### src/rtl/reg_wb_arbiter_pkg.sv
// ============================================================================
// Module : reg_wb_arbiter_pkg
// Brief  : Shared widths and writeback source encodings for the WB arbiter.
// Rev    : 1.0
// ============================================================================
`default_nettype none

package reg_wb_arbiter_pkg;

    localparam int c_REG_ADDR_WIDTH = 5;
    localparam int c_REG_DATA_WIDTH = 32;
    localparam int c_REG_NUMBER     = 32;
    localparam int c_STALL_CNT_WIDTH = 16;

    typedef enum logic {
        WB_SRC_ALU = 1'b0,
        WB_SRC_LSU = 1'b1
    } wb_src_e;

endpackage

`default_nettype wire

### src/rtl/reg_wb_arbiter_if.sv
// ============================================================================
// Module : reg_wb_arbiter_if
// Brief  : Producer handshakes, register file write port and status outputs.
// Rev    : 1.0
// ============================================================================
`default_nettype none

interface reg_wb_arbiter_if
    import reg_wb_arbiter_pkg::*;
#(
    parameter int ADDR_WIDTH = c_REG_ADDR_WIDTH,
    parameter int DATA_WIDTH = c_REG_DATA_WIDTH,
    parameter int REG_NUMBER = c_REG_NUMBER,
    parameter int CNT_WIDTH  = c_STALL_CNT_WIDTH
) ();

    logic                  i_AluWbValid;
    logic [ADDR_WIDTH-1:0] i_AluWbAddr;
    logic [DATA_WIDTH-1:0] i_AluWbData;
    logic                  o_AluWbReady;
    logic                  i_LsuWbValid;
    logic [ADDR_WIDTH-1:0] i_LsuWbAddr;
    logic [DATA_WIDTH-1:0] i_LsuWbData;
    logic                  o_LsuWbReady;
    logic                  o_RegWrEn;
    logic [ADDR_WIDTH-1:0] o_RegWrAddr;
    logic [DATA_WIDTH-1:0] o_RegWrData;
    logic [REG_NUMBER-1:0] o_PendMask;
    logic [CNT_WIDTH-1:0]  o_StallCnt;

    modport master (
        output i_AluWbValid, i_AluWbAddr, i_AluWbData,
        output i_LsuWbValid, i_LsuWbAddr, i_LsuWbData,
        input  o_AluWbReady, o_LsuWbReady,
        input  o_RegWrEn, o_RegWrAddr, o_RegWrData, o_PendMask, o_StallCnt
    );

    modport slave (
        input  i_AluWbValid, i_AluWbAddr, i_AluWbData,
        input  i_LsuWbValid, i_LsuWbAddr, i_LsuWbData,
        output o_AluWbReady, o_LsuWbReady,
        output o_RegWrEn, o_RegWrAddr, o_RegWrData, o_PendMask, o_StallCnt
    );

endinterface

`default_nettype wire

### src/rtl/reg_wb_arbiter_slot.sv
// ============================================================================
// Module : reg_wb_arbiter_slot
// Brief  : One-entry writeback holding buffer with ready generation and x0 drop.
// Rev    : 1.0
// ============================================================================
`default_nettype none

module reg_wb_arbiter_slot #(
    parameter int ADDR_WIDTH = 5,
    parameter int DATA_WIDTH = 32
) (
    input  wire                   clk,
    input  wire                   reset,
    input  wire                   i_valid,
    input  wire  [ADDR_WIDTH-1:0] i_addr,
    input  wire  [DATA_WIDTH-1:0] i_data,
    input  wire                   i_grant,
    output logic                  o_ready,
    output logic                  o_full,
    output logic [ADDR_WIDTH-1:0] o_addr,
    output logic [DATA_WIDTH-1:0] o_data
);

    logic                  r_full;
    logic [ADDR_WIDTH-1:0] r_addr;
    logic [DATA_WIDTH-1:0] r_data;
    logic                  w_accept;

    // A granted slot drains at this edge, so it can take a new entry at the same time.
    assign o_ready  = !r_full || i_grant;
    assign w_accept = i_valid && o_ready;

    always_ff @(posedge clk or negedge reset) begin
        if (!reset) begin
            r_full <= 1'b0;
            r_addr <= '0;
            r_data <= '0;
        end else if (w_accept && (i_addr != '0)) begin
            r_full <= 1'b1;
            r_addr <= i_addr;
            r_data <= i_data;
        end else if (i_grant) begin
            r_full <= 1'b0;
        end
    end

    assign o_full = r_full;
    assign o_addr = r_addr;
    assign o_data = r_data;

endmodule

`default_nettype wire

### src/rtl/reg_wb_arbiter.sv
// ============================================================================
// Module : reg_wb_arbiter
// Brief  : Arbitrates ALU and LSU writebacks onto the single register write port.
// Rev    : 1.0
// ============================================================================
`default_nettype none

module reg_wb_arbiter
    import reg_wb_arbiter_pkg::*;
#(
    parameter int ADDR_WIDTH = c_REG_ADDR_WIDTH,
    parameter int DATA_WIDTH = c_REG_DATA_WIDTH,
    parameter int REG_NUMBER = c_REG_NUMBER,
    parameter int CNT_WIDTH  = c_STALL_CNT_WIDTH
) (
    input wire               clk,
    input wire               reset,
    reg_wb_arbiter_if.slave  bus
);

    logic                  w_a_full, w_m_full;
    logic [ADDR_WIDTH-1:0] w_a_addr, w_m_addr;
    logic [DATA_WIDTH-1:0] w_a_data, w_m_data;
    logic                  w_grant_a, w_grant_m;
    logic                  w_grant_vld;
    logic                  w_contend;
    wb_src_e               w_grant_src;
    wb_src_e               r_rr_ptr;
    logic                  w_stall;
    logic [CNT_WIDTH-1:0]  r_stall_cnt;

    reg_wb_arbiter_slot #(.ADDR_WIDTH(ADDR_WIDTH), .DATA_WIDTH(DATA_WIDTH)) u_slot_a (
        .clk     (clk),
        .reset   (reset),
        .i_valid (bus.i_AluWbValid),
        .i_addr  (bus.i_AluWbAddr),
        .i_data  (bus.i_AluWbData),
        .i_grant (w_grant_a),
        .o_ready (bus.o_AluWbReady),
        .o_full  (w_a_full),
        .o_addr  (w_a_addr),
        .o_data  (w_a_data)
    );

    reg_wb_arbiter_slot #(.ADDR_WIDTH(ADDR_WIDTH), .DATA_WIDTH(DATA_WIDTH)) u_slot_m (
        .clk     (clk),
        .reset   (reset),
        .i_valid (bus.i_LsuWbValid),
        .i_addr  (bus.i_LsuWbAddr),
        .i_data  (bus.i_LsuWbData),
        .i_grant (w_grant_m),
        .o_ready (bus.o_LsuWbReady),
        .o_full  (w_m_full),
        .o_addr  (w_m_addr),
        .o_data  (w_m_data)
    );

    assign w_contend = w_a_full && w_m_full && (w_a_addr != w_m_addr);

    // Same-address collisions always favour the LSU so the younger ALU result lands last.
    always_comb begin
        w_grant_vld = 1'b0;
        w_grant_src = WB_SRC_ALU;
        if (w_a_full && w_m_full) begin
            w_grant_vld = 1'b1;
            w_grant_src = (w_a_addr == w_m_addr) ? WB_SRC_LSU : r_rr_ptr;
        end else if (w_a_full) begin
            w_grant_vld = 1'b1;
            w_grant_src = WB_SRC_ALU;
        end else if (w_m_full) begin
            w_grant_vld = 1'b1;
            w_grant_src = WB_SRC_LSU;
        end
    end

    assign w_grant_a = w_grant_vld && (w_grant_src == WB_SRC_ALU);
    assign w_grant_m = w_grant_vld && (w_grant_src == WB_SRC_LSU);

    always_comb begin
        bus.o_RegWrEn   = w_grant_vld;
        bus.o_RegWrAddr = '0;
        bus.o_RegWrData = '0;
        if (w_grant_a) begin
            bus.o_RegWrAddr = w_a_addr;
            bus.o_RegWrData = w_a_data;
        end else if (w_grant_m) begin
            bus.o_RegWrAddr = w_m_addr;
            bus.o_RegWrData = w_m_data;
        end
    end

    always_ff @(posedge clk or negedge reset) begin
        if (!reset) begin
            r_rr_ptr <= WB_SRC_ALU;
        end else if (w_contend) begin
            r_rr_ptr <= (r_rr_ptr == WB_SRC_ALU) ? WB_SRC_LSU : WB_SRC_ALU;
        end
    end

    assign w_stall = (bus.i_AluWbValid && !bus.o_AluWbReady) ||
                     (bus.i_LsuWbValid && !bus.o_LsuWbReady);

    always_ff @(posedge clk or negedge reset) begin
        if (!reset) begin
            r_stall_cnt <= '0;
        end else if (w_stall && (r_stall_cnt != '1)) begin
            r_stall_cnt <= r_stall_cnt + CNT_WIDTH'(1);
        end
    end

    assign bus.o_StallCnt = r_stall_cnt;

    // Slots never hold x0, so bit 0 stays clear by construction.
    for (genvar r = 0; r < REG_NUMBER; r++) begin : g_mask
        if (r == 0) begin : g_zero
            assign bus.o_PendMask[r] = 1'b0;
        end else begin : g_reg
            assign bus.o_PendMask[r] = (w_a_full && (w_a_addr == ADDR_WIDTH'(r))) ||
                                       (w_m_full && (w_m_addr == ADDR_WIDTH'(r)));
        end
    end

endmodule

`default_nettype wire

### src/flat_wrapper.sv
// flat-port wrapper written by rule: the top's interface ports become plain ports
module reg_wb_arbiter_flat import reg_wb_arbiter_pkg::*;
#(
    parameter int ADDR_WIDTH = c_REG_ADDR_WIDTH,
    parameter int DATA_WIDTH = c_REG_DATA_WIDTH,
    parameter int REG_NUMBER = c_REG_NUMBER,
    parameter int CNT_WIDTH  = c_STALL_CNT_WIDTH
)
  (clk, reset, bus_i_AluWbValid, bus_i_AluWbAddr, bus_i_AluWbData, bus_i_LsuWbValid, bus_i_LsuWbAddr, bus_i_LsuWbData, bus_o_AluWbReady, bus_o_LsuWbReady, bus_o_RegWrEn, bus_o_RegWrAddr, bus_o_RegWrData, bus_o_PendMask, bus_o_StallCnt);
  reg_wb_arbiter_if #(.ADDR_WIDTH(ADDR_WIDTH), .DATA_WIDTH(DATA_WIDTH), .REG_NUMBER(REG_NUMBER), .CNT_WIDTH(CNT_WIDTH)) bus_i ();
  input wire clk;
  input wire reset;
  input wire logic [$bits(bus_i.i_AluWbValid)-1:0] bus_i_AluWbValid;
  input wire logic [$bits(bus_i.i_AluWbAddr)-1:0] bus_i_AluWbAddr;
  input wire logic [$bits(bus_i.i_AluWbData)-1:0] bus_i_AluWbData;
  input wire logic [$bits(bus_i.i_LsuWbValid)-1:0] bus_i_LsuWbValid;
  input wire logic [$bits(bus_i.i_LsuWbAddr)-1:0] bus_i_LsuWbAddr;
  input wire logic [$bits(bus_i.i_LsuWbData)-1:0] bus_i_LsuWbData;
  output wire logic [$bits(bus_i.o_AluWbReady)-1:0] bus_o_AluWbReady;
  output wire logic [$bits(bus_i.o_LsuWbReady)-1:0] bus_o_LsuWbReady;
  output wire logic [$bits(bus_i.o_RegWrEn)-1:0] bus_o_RegWrEn;
  output wire logic [$bits(bus_i.o_RegWrAddr)-1:0] bus_o_RegWrAddr;
  output wire logic [$bits(bus_i.o_RegWrData)-1:0] bus_o_RegWrData;
  output wire logic [$bits(bus_i.o_PendMask)-1:0] bus_o_PendMask;
  output wire logic [$bits(bus_i.o_StallCnt)-1:0] bus_o_StallCnt;
  assign bus_i.i_AluWbValid = bus_i_AluWbValid;
  assign bus_i.i_AluWbAddr = bus_i_AluWbAddr;
  assign bus_i.i_AluWbData = bus_i_AluWbData;
  assign bus_i.i_LsuWbValid = bus_i_LsuWbValid;
  assign bus_i.i_LsuWbAddr = bus_i_LsuWbAddr;
  assign bus_i.i_LsuWbData = bus_i_LsuWbData;
  assign bus_o_AluWbReady = bus_i.o_AluWbReady;
  assign bus_o_LsuWbReady = bus_i.o_LsuWbReady;
  assign bus_o_RegWrEn = bus_i.o_RegWrEn;
  assign bus_o_RegWrAddr = bus_i.o_RegWrAddr;
  assign bus_o_RegWrData = bus_i.o_RegWrData;
  assign bus_o_PendMask = bus_i.o_PendMask;
  assign bus_o_StallCnt = bus_i.o_StallCnt;
  reg_wb_arbiter #(.ADDR_WIDTH(ADDR_WIDTH), .DATA_WIDTH(DATA_WIDTH), .REG_NUMBER(REG_NUMBER), .CNT_WIDTH(CNT_WIDTH)) u_core (.clk(clk), .reset(reset), .bus(bus_i));
endmodule
### config.mk
export PLATFORM = sky130hd
export DESIGN_NAME = reg_wb_arbiter_flat
export DESIGN_NICKNAME = d
export VERILOG_FILES = /design/src/rtl/reg_wb_arbiter_pkg.sv /design/src/rtl/reg_wb_arbiter_if.sv /design/src/rtl/reg_wb_arbiter_slot.sv /design/src/rtl/reg_wb_arbiter.sv /design/src/flat_wrapper.sv
export SDC_FILE = /design/constraint.sdc
export NUM_CORES = 1
export LEC_CHECK = 0
export BUFFER_PORTS_ARGS = -buffer_cell sky130_fd_sc_hd__buf_4
export CORE_UTILIZATION = 51
export DETAILED_ROUTE_END_ITERATION = 6
export PLACE_DENSITY = 0.81
export SLEW_MARGIN = 0
export SYNTH_ARGS = -nofsm -noshare
export SYNTH_HDL_FRONTEND = slang
export SYNTH_SLANG_ARGS = --single-unit
### constraint.sdc
create_clock -name clk -period 3.15 [get_ports clk]
set_input_delay 0.63 -clock clk [delete_from_list [all_inputs] [get_ports clk]]
set_output_delay 0.63 -clock clk [all_outputs]
set_load 0.05 [all_outputs]
==> results of run 1 <==
metrics by stage:
| step | total power [mW] | cells |
|---|---|---|
| after floorplan | 4.644 | 468 |
| after global placement | 5.604 | 734 |
| after detailed placement | 5.685 | 734 |
| after CTS | 6.580 | 750 |
| after global routing | 6.919 | 751 |
| final | 6.589 | 751 |
routing by layer:
layer  up-vias  GRT usage  wire (um)
met2       177     0.4284       6140
met4         0     0.1063        253
met3        24    0.04708        666
met5         -          0          0
li1       1926          -          -
met1      1967     0.3278       5114
placed cells by master (no fill, tap or decap), drive strengths merged, types with 2 or more instances in the layout:
cell type / netlist / routed
mux2: 74 / 74
bufinv: 0 / 2
nand4: 6 / 6
clkbuf: 20 / 11
and3: 5 / 5
nor2b: 7 / 7
o22ai: 31 / 31
nand2: 98 / 98
nor2: 14 / 14
dfrtp: 93 / 93
or2: 4 / 4
inv: 3 / 4
nand3: 14 / 14
a211oi: 2 / 2
clkinv: 0 / 2
o21ai: 40 / 40
xor2: 19 / 19
nor3: 5 / 5
buf: 14 / 172
nand2b: 2 / 2
a21oi: 2 / 2
power by group through the flow:
| stage | logic [mW] | registers, mW | clock network [mW] |
|---|---|---|---|
| 2_1_floorplan | 2.75 | 1.89 | 0 |
| 3_3_place_gp | 3.71 | 1.90 | 0 |
| 3_5_place_dp | 3.77 | 1.92 | 0 |
| 4_1_cts | 3.78 | 1.90 | 0.901 |
| 5_1_grt | 3.99 | 1.97 | 0.956 |
| 6_report | 3.79 | 1.91 | 0.891 |
registers in the layout, indices dropped and copies added, names as in the netlist:
signal	count
u_core.bus.o_StallCnt	16
u_core.r_rr_ptr	1
u_core.u_slot_a.o_addr	5
u_core.u_slot_a.o_data	32
u_core.u_slot_a.o_full	1
u_core.u_slot_m.o_addr	5
u_core.u_slot_m.o_data	32
u_core.u_slot_m.o_full	1
path summary, 6_finish.rpt:
kind | end | slack, ns
min in group clk | u_core.bus.o_StallCnt[11]$_DFFE_PN0P_ | 0.49
max in group asynchronous | u_core.u_slot_a.o_data[27]$_DFFE_PN0P_ | 2.21
setup / recovery | bus_o_RegWrData[20] | 0.13
hold reg to reg | u_core.bus.o_StallCnt[11]$_DFFE_PN0P_ | 0.49
setup reg to reg | u_core.u_slot_a.o_data[10]$_DFFE_PN0P_ | 0.63
hold / removal | u_core.u_slot_a.o_data[30]$_DFFE_PN0P_ | 0.25
kinds of logic after synthesis:
group / Yosys count / synth area share
mux: 75 / 0.1877
fa+ha+maj: 1 / 0.002578
flops: 93 / 0.4796
xor+xnor: 19 / 0.03430
other cells: 1 / 0.0007729
compound gates: 81 / 0.1021
buf+inv: 37 / 0.04255
simple gates: 161 / 0.1503
what timing repair did:
item                                    4_1_cts  5_1_grt
endpoints found under the setup margin        0       34
setup buffers                                 0        1
resized for setup                             0        1
hold buffers                                  0        0
layout make-up:
type	instances	area, sq um
fillers	678	2838
clock buffers	11	141.4
multi-input cells	338	2337
repair buffers	172	1341
flip-flops and latches	93	2327
inverters	3	11.26
clock inverters	5	82.58
well taps	129	161.4
worst max-delay path, delay by kind of cell (launching register included):
family          cells  cell delay [ns]
buf+inv             2             0.49
xor+xnor            1             0.22
flops               1             0.48
simple gates        2             0.34
compound gates      3             0.47
==> results.toml, run 1 <==
[outcome]
status = "completed"

[clock_tree]
cts.sinks = 93
root_buffer = "clkbuf_8"
cts_buffers = 9
clock_latency_ns = 0.36
tritoncts = "built"
ctsLongestPathBuffers = 2
cts-htree-levels = 3
cts.reportedPaths.clkPinSlew_ns = 0.10

[power_and_ir_drop]
intPower_mw = 3.346
p_sw_mw = 3.243
seqPwrFrac = 0.290
power_frac_comb = 0.575
switching_share = 0.4922
vdd_drop_max_mv = 0.6592
pwr-share-clk = 0.135
leakage_nw = 3.059
power_per_cell_area_mw_per_mm2 = 1029

[logic_synthesis]
synth_edf_count = 0
ys_seq_area_frac = 0.4796
synthFlopType = "dfrtp_1"
synth.area.top_cells = "dfrtp_1 48%, mux2_2 13%, nand2_1 7.6%"
synth.top_cell.area_share = 0.4796
synth_warnings = 0
synth-async-reset-ratio = 1.000
synth_area_per_cell_sq_um = 10.37
ys_seq_elements = 93
synth_nets = 547
synthCells = 468
synth_area_sq_mm = 0.004852
yosys.area.top_type = "dfrtp_1"
synth.most_common_cell = "nand2_1"
yosys-top-cells-count = "98 x nand2_1, 93 x dfrtp_1, 56 x mux2_2"
synth_cell_type_count = 41

[worst_setup_path]
worstRegToRegCells = 8
start_kind = "flop"
critical_path_class = "reg2out"
required_ns = 2.52
slowest_delay_ns = 0.48
timing.rr.start = "u_core.u_slot_a.o_addr[3]$_DFFE_PN0P_"
crit_chain = "xor2_1 > nor3_4 > a21oi_1 > a21boi_4 > buf_12 > nand2_1 > o21ai_0 > buf_4"
worstPathArrival_ns = 2.39
slowest_stage = "dfrtp_1"
end_kind = "output pin"
startpoint = "u_core.u_slot_m.o_addr[0]$_DFFE_PN0P_"
cp_max_fo = 52

[timing]
tightest_slew_ns = 0.5780
holdWs_ns = 0.2502
setup_violations = 0
hold_viol_final = 0
fin_skew_ns = 0.01480
finalWorstSetupSlack_ns = 0.1336
rsz0062_at_grt = "no"
slew_viol_final = 0
fin_setup_tns_ns = 0
fmax_ghz = 0.3315
max-slew-margin-rel = 0.6147
period_needed_ns = 3.016
min_period_over_period = 0.9576

[job]
cap_violations = 0

[grt]
grt_pass1_wl_um = 19990
antenna_found_initial = 0
grt_usage = 0.2557
grt_start_max_net_pins = 53
grt_pass1_vias = 4050
grt_overflow_total = 0

[hold_path]
hold_path.class = "in2async"

[layout]
fin_area_sq_mm = 0.006402
drive_gt1_frac = 0.4357
finalNetCount = 696
n_antenna_cell = 0
syn_to_final_growth_pct = 31.95
fin_util = 0.6929

[placed_design]
place_ws_ns = 0.4656
port_buffers = 164
gp_congestion = 0.9901
dpl_cell_area_sq_mm = 0.006168
dp_hpwl_um = 8829

[die]
die_w_um = 99.54
rows = 35
pin_count = 166
fp.coreArea_sq_mm = 0.009240
dieArea_sq_mm = 0.009908
die_h_um = 99.54
initial_utilization = 0.5251

[drt]
via_per_inst = 5.451
drtIter0Drc = 263
route.detailed.drc = 0
wl_per_cell_um = 16.21
num_vias = 4094
firstDrtPassIters = 5
drtAntennaViolNets = 0
drt-total-wl_um = 12180
(Power assumes the default switching activity.)
==> run 2: changes to the inputs <==
SETUP_SLACK_MARGIN = 0.15   (was unset)
==> run 2 against run 1 <==
  * Largest cell class unchanged
  * Critical path depth rose by 1
  * Sequential share of layout area shrank 0.45 points
  * Cell area is 1.5% higher
  * Worst hold slack better by 0.018 ns
==> results.toml, run 2 (synthesis results as in run 1) <==
[power_and_ir_drop]
total_power_mw = 6.770
leakage_nw = 3.097
vdd_drop_max_mv = 0.6046
power_per_cell_area_mw_per_mm2 = 1041

[layout]
seq_area_sq_mm = 0.002333
n_antenna_cell = 0
syn_to_final_growth_pct = 33.96
fin_util = 0.7035
multi_input_area_sq_mm = 0.002382
drive_gt1_frac = 0.4649
layout_common_cells = "173 x buf_4, 98 x nand2_1, 88 x dfrtp_1, 56 x mux2_2, 31 x o22ai_1"
final_common_cell = "buf_4"
fill_cells = 698
finalNetCount = 701
fin_area_sq_mm = 0.006500
fin_cells = 755

[timing]
setup_violations = 0
rsz0062_at_grt = "no"
min_period_over_period = 0.9200
hold_viol_final = 0
tightest_slew_ns = 1.085
finalWorstSetupSlack_ns = 0.2519
period_needed_ns = 2.898
slew_viol_final = 0
max-slew-margin-rel = 0.2747
holdWs_ns = 0.2677
fmax_ghz = 0.3451
fin_skew_ns = 0.01388
fin_setup_tns_ns = 0

[grt]
antenna_found_initial = 0
grt_overflow_total = 0
grt_pass1_wl_um = 20240
grt_pass1_vias = 4149
grt_start_max_net_pins = 43
grt_usage = 0.2578

[clock_tree]
tritoncts = "built"
cts_buffers = 9
ctsLongestPathBuffers = 2
cts.sinks = 93
cts-htree-levels = 3
clock_latency_ns = 0.35
root_buffer = "clkbuf_8"
cts.reportedPaths.clkPinSlew_ns = 0.09

[worst_setup_path]
worstPathArrival_ns = 2.27
cp_max_fo = 18
required_ns = 2.52
worstRegToRegCells = 8
critical_path_class = "reg2out"
end_kind = "output pin"
start_kind = "flop"

[drt]
drt-total-wl_um = 12470
via_per_inst = 5.509
route.detailed.drc = 0
num_vias = 4159
drtIter0Drc = 168
drtAntennaViolNets = 0
wl_per_cell_um = 16.52
firstDrtPassIters = 4

[placed_design]
post-place-cells = 735
dpl_cell_area_sq_mm = 0.006165
dp_hpwl_um = 8557
place_ws_ns = 0.3821
port_buffers = 164
gp_congestion = 0.8896

[outcome]
status = "completed"

[die]
rows = 35
die_h_um = 99.54
pin_count = 166
die_w_um = 99.54
initial_utilization = 0.5251
dieArea_sq_mm = 0.009908
fp.coreArea_sq_mm = 0.009240

[job]
cap_violations = 0

[hold_path]
hold_path.class = "in2async"
## run 2: changes by cell type in the layout (fill, tap and decap cells not counted), sizes merged
cell    delta
buf        +4
clkbuf     -1
inv        +1
## run 2: worst paths after layout
check / from / to / slack (ns)
setup / recovery: u_core.u_slot_m.o_addr[3]$_DFFE_PN0P_ / bus_o_RegWrData[0] / 0.25
hold / removal: reset / u_core.u_slot_m.o_addr[4]$_DFFE_PN0P_ / 0.27
setup reg to reg: u_core.u_slot_m.o_addr[3]$_DFFE_PN0P_ / u_core.u_slot_a.o_data[31]$_DFFE_PN0P_ / 0.48
hold reg to reg: u_core.bus.o_StallCnt[11]$_DFFE_PN0P_ / u_core.bus.o_StallCnt[11]$_DFFE_PN0P_ / 0.50
max in group asynchronous: reset / u_core.bus.o_StallCnt[4]$_DFFE_PN0P_ / 2.10
min in group clk: u_core.bus.o_StallCnt[11]$_DFFE_PN0P_ / u_core.bus.o_StallCnt[11]$_DFFE_PN0P_ / 0.50
## run 2: repair_timing
item,in CTS,in global routing
pin swaps,2,1
setup buffers,2,1
gates cloned,1,1
endpoints found under the setup margin,36,36
hold buffers,0,0
gates resized for setup,5,5
## run 2: metal layers
metal	global-route usage	vias to the layer above	wire length [um]
met4	0.1233	0	333
met3	0.04638	31	751
li1	-	1944	-
met1	0.3332	2007	5239
met5	0	-	0
met2	0.4215	177	6145
## run 2: area by class of cell
cell class                      count  area share
Multi-Input combinational cell    338      0.3665
Tap cell                          129     0.02483
Timing Repair Buffer              177      0.2141
Clock buffer                        9     0.01906
Sequential cell                    93      0.3590
Inverter                            3    0.001732
Clock inverter                      6     0.01482
## run 2: power by group
group | internal, mW | total (mW) | leakage [nW] | switching, mW
Sequential | 1.57 | 1.93 | 1.10 | 0.356
Clock | 0.454 | 0.883 | 0.113 | 0.429
Combinational | 1.41 | 3.96 | 1.88 | 2.55
## run 2: worst max-delay path, stage by stage (launching register included)
cell and delay [ns]:
dfrtp_2 0.48, xor2_2 0.22, nor3_4 0.24, a21oi_2 0.10
a21boi_4 0.16, buf_12 0.14, buf_12 0.15, nand2_1 0.06
o21ai_1 0.12, buf_4 0.24
==> run 3: changes to the inputs <==
PLACE_DENSITY = 0.8   (was 0.81)
SYNTH_HIERARCHICAL = 1   (was unset)
==> run 3 against run 2 <==
  * Synthesized cell count fell by 6.6%
  * Fmax shrank 0.32%
  * Synthesized area is 6.2% higher
  * Core utilization down 2.3 points
  * Largest cell class unchanged
  * Clock skew grew 0.0039 ns
  * Critical endpoint is now bus_o_RegWrData[25]
==> results.toml, run 3 <==
[drt]
drtIter0Drc = 245
drtAntennaViolNets = 0
via_per_inst = 6.249
wl_per_cell_um = 19.24
num_vias = 4512
firstDrtPassIters = 6
wl_met3_um = 1042
dr_wl_met2_um = 6718
wl_met1_um = 5917
topRoutingLayerUsed = "met4"
drt-total-wl_um = 13890
route.detailed.drc = 0

[logic_synthesis]
synthCells = 437
synth.area.top_cells = "dfrtp_1 45%, mux2_2 14%, a221o_1 7.0%"
ys_seq_elements = 93
synth.top_cell.area_share = 0.4517
synthFlopType = "dfrtp_1"
synth_area_sq_mm = 0.005152
yosys-top-cells-count = "93 x dfrtp_1, 62 x mux2_2, 36 x a221o_1, 36 x a32o_1, 32 x o22ai_1"
ys_seq_area_frac = 0.4517
synth_nets = 516
yosys.area.top_type = "dfrtp_1"
synth.most_common_cell = "dfrtp_1"
synth_warnings = 6
synth_edf_count = 0
synth_area_per_cell_sq_um = 11.79
synth-async-reset-ratio = 1.000
synth_cell_type_count = 40

[die]
initial_utilization = 0.5271
rows = 36
pin_count = 166
dieArea_sq_mm = 0.01051
fp.coreArea_sq_mm = 0.009774
die_h_um = 102.5
die_w_um = 102.5

[timing]
fin_skew_ns = 0.01780
fin_setup_tns_ns = 0
hold_viol_final = 0
rsz0062_at_grt = "yes"
max-slew-margin-rel = 0.3546
tightest_slew_ns = 0.9658
min_period_over_period = 0.9230
period_needed_ns = 2.907
fmax_ghz = 0.3439
slew_viol_final = 0
setup_violations = 0

[clock_tree]
root_buffer = "clkbuf_8"
cts.sinks = 93
post_cts_buffers = 0
cts-htree-levels = 3
clock_latency_ns = 0.35
tritoncts = "built"
ctsLongestPathBuffers = 2
cts_buffers = 9
cts.reportedPaths.clkPinSlew_ns = 0.09

[layout]
fin_util = 0.6804
syn_to_final_growth_pct = 29.07
layout_common_cells = "172 x buf_4, 90 x dfrtp_1, 62 x mux2_2, 36 x a32o_1, 36 x a221o_1"
finalNetCount = 664
drive_gt1_frac = 0.4669
final_common_cell = "buf_4"
fill_cells = 752
n_antenna_cell = 0

[grt]
grt_usage = 0.2636
grt_overflow_total = 0
grt_start_max_net_pins = 49
grt_pass1_vias = 4349
antenna_found_initial = 0
grt_pass1_wl_um = 21470

[worst_setup_path]
required_ns = 2.52
worstPathArrival_ns = 2.28
critical_path_class = "reg2out"
timing.rr.start = "u_core/u_slot_m/o_addr[1]$_DFFE_PN0P_"
end_kind = "output pin"
startpoint = "u_core/u_slot_m/o_addr[1]$_DFFE_PN0P_"
start_kind = "flop"
cp_max_fo = 37

[placed_design]
gp_congestion = 0.8657
port_buffers = 164
dp_hpwl_um = 9539

[job]
cap_violations = 0

[outcome]
status = "completed"

[hold_path]
hold_path.class = "in2async"
[run 3: layer usage]
metal  track usage  vias to the layer above
li1              -                     2032
met4       0.08791                        0
met2        0.4364                      224
met1        0.3497                     2235
met3       0.04881                       21
met5             0                        -
[run 3: worst max-delay path, stage by stage (launching register included)]
cell	delay, ns
dfrtp_2	0.48
xor2_1	0.19
nor3_2	0.30
a21oi_4	0.11
buf_6	0.22
a221o_1	0.41
buf_4	0.20
[run 3: final cells by class]
cell class | count | area, sq um | area share
Tap cell | 133 | 166.4 | 0.02502
Clock buffer | 10 | 127.6 | 0.01919
Multi-Input combinational cell | 304 | 2587 | 0.3891
Timing Repair Buffer | 177 | 1378 | 0.2071
Clock inverter | 5 | 60.06 | 0.009031
Sequential cell | 93 | 2331 | 0.3505
[run 3: path summary, 6_finish.rpt]
path                                                          to  slack [ns]  cells after the start
max                                          bus_o_RegWrData[25]        0.24                      6
min                        u_core/u_slot_m/o_data[8]$_DFFE_PN0P_        0.29                      1
max reg2reg                u_core/bus.o_StallCnt[14]$_DFFE_PN0P_        0.40                      9
min reg2reg                          u_core/r_rr_ptr$_DFFE_PN0P_        0.49                      1
max in group asynchronous  u_core/u_slot_m/o_addr[0]$_DFFE_PN0P_        2.16                      2
min in group clk                     u_core/r_rr_ptr$_DFFE_PN0P_        0.49                      1
[run 3: timing repair]
item                                    4_1_cts  5_1_grt
endpoints found under the hold margin         0        0
hold buffers                                  0        0
endpoints found under the setup margin        0       37
resized for setup                             0        7
[run 3: kinds of logic (layout without fill, tap and decap cells)]
group,after synthesis,in the layout,synth area share
flops,93,93,0.4517
mux,67,67,0.1464
xor+xnor,12,12,0.02040
other cells,1,1,0.0007278
simple gates,84,85,0.08985
compound gates,138,138,0.2353
buf+inv,41,192,0.05318
fa+ha+maj,1,1,0.002428
[run 3: through the flow]
step | area (sq um) | setup slack [ns] | std cells | hold WS (ns)
2_1_floorplan | 5155 | 0.1584 | 437 | 0.3344
3_3_place_gp | 6432 | 0.4399 | 706 | 0.4797
3_5_place_dp | 6432 | 0.3731 | 706 | 0.4789
4_1_cts | 6620 | 0.1509 | 721 | 0.3030
5_1_grt | 6650 | 0.1389 | 722 | 0.3216
6_report | 6650 | 0.2425 | 722 | 0.2907
Power of run 3 is left out: the tool's default activity adds up to more than one toggle a clock period on the data nets, which glitch-free logic cannot reach.
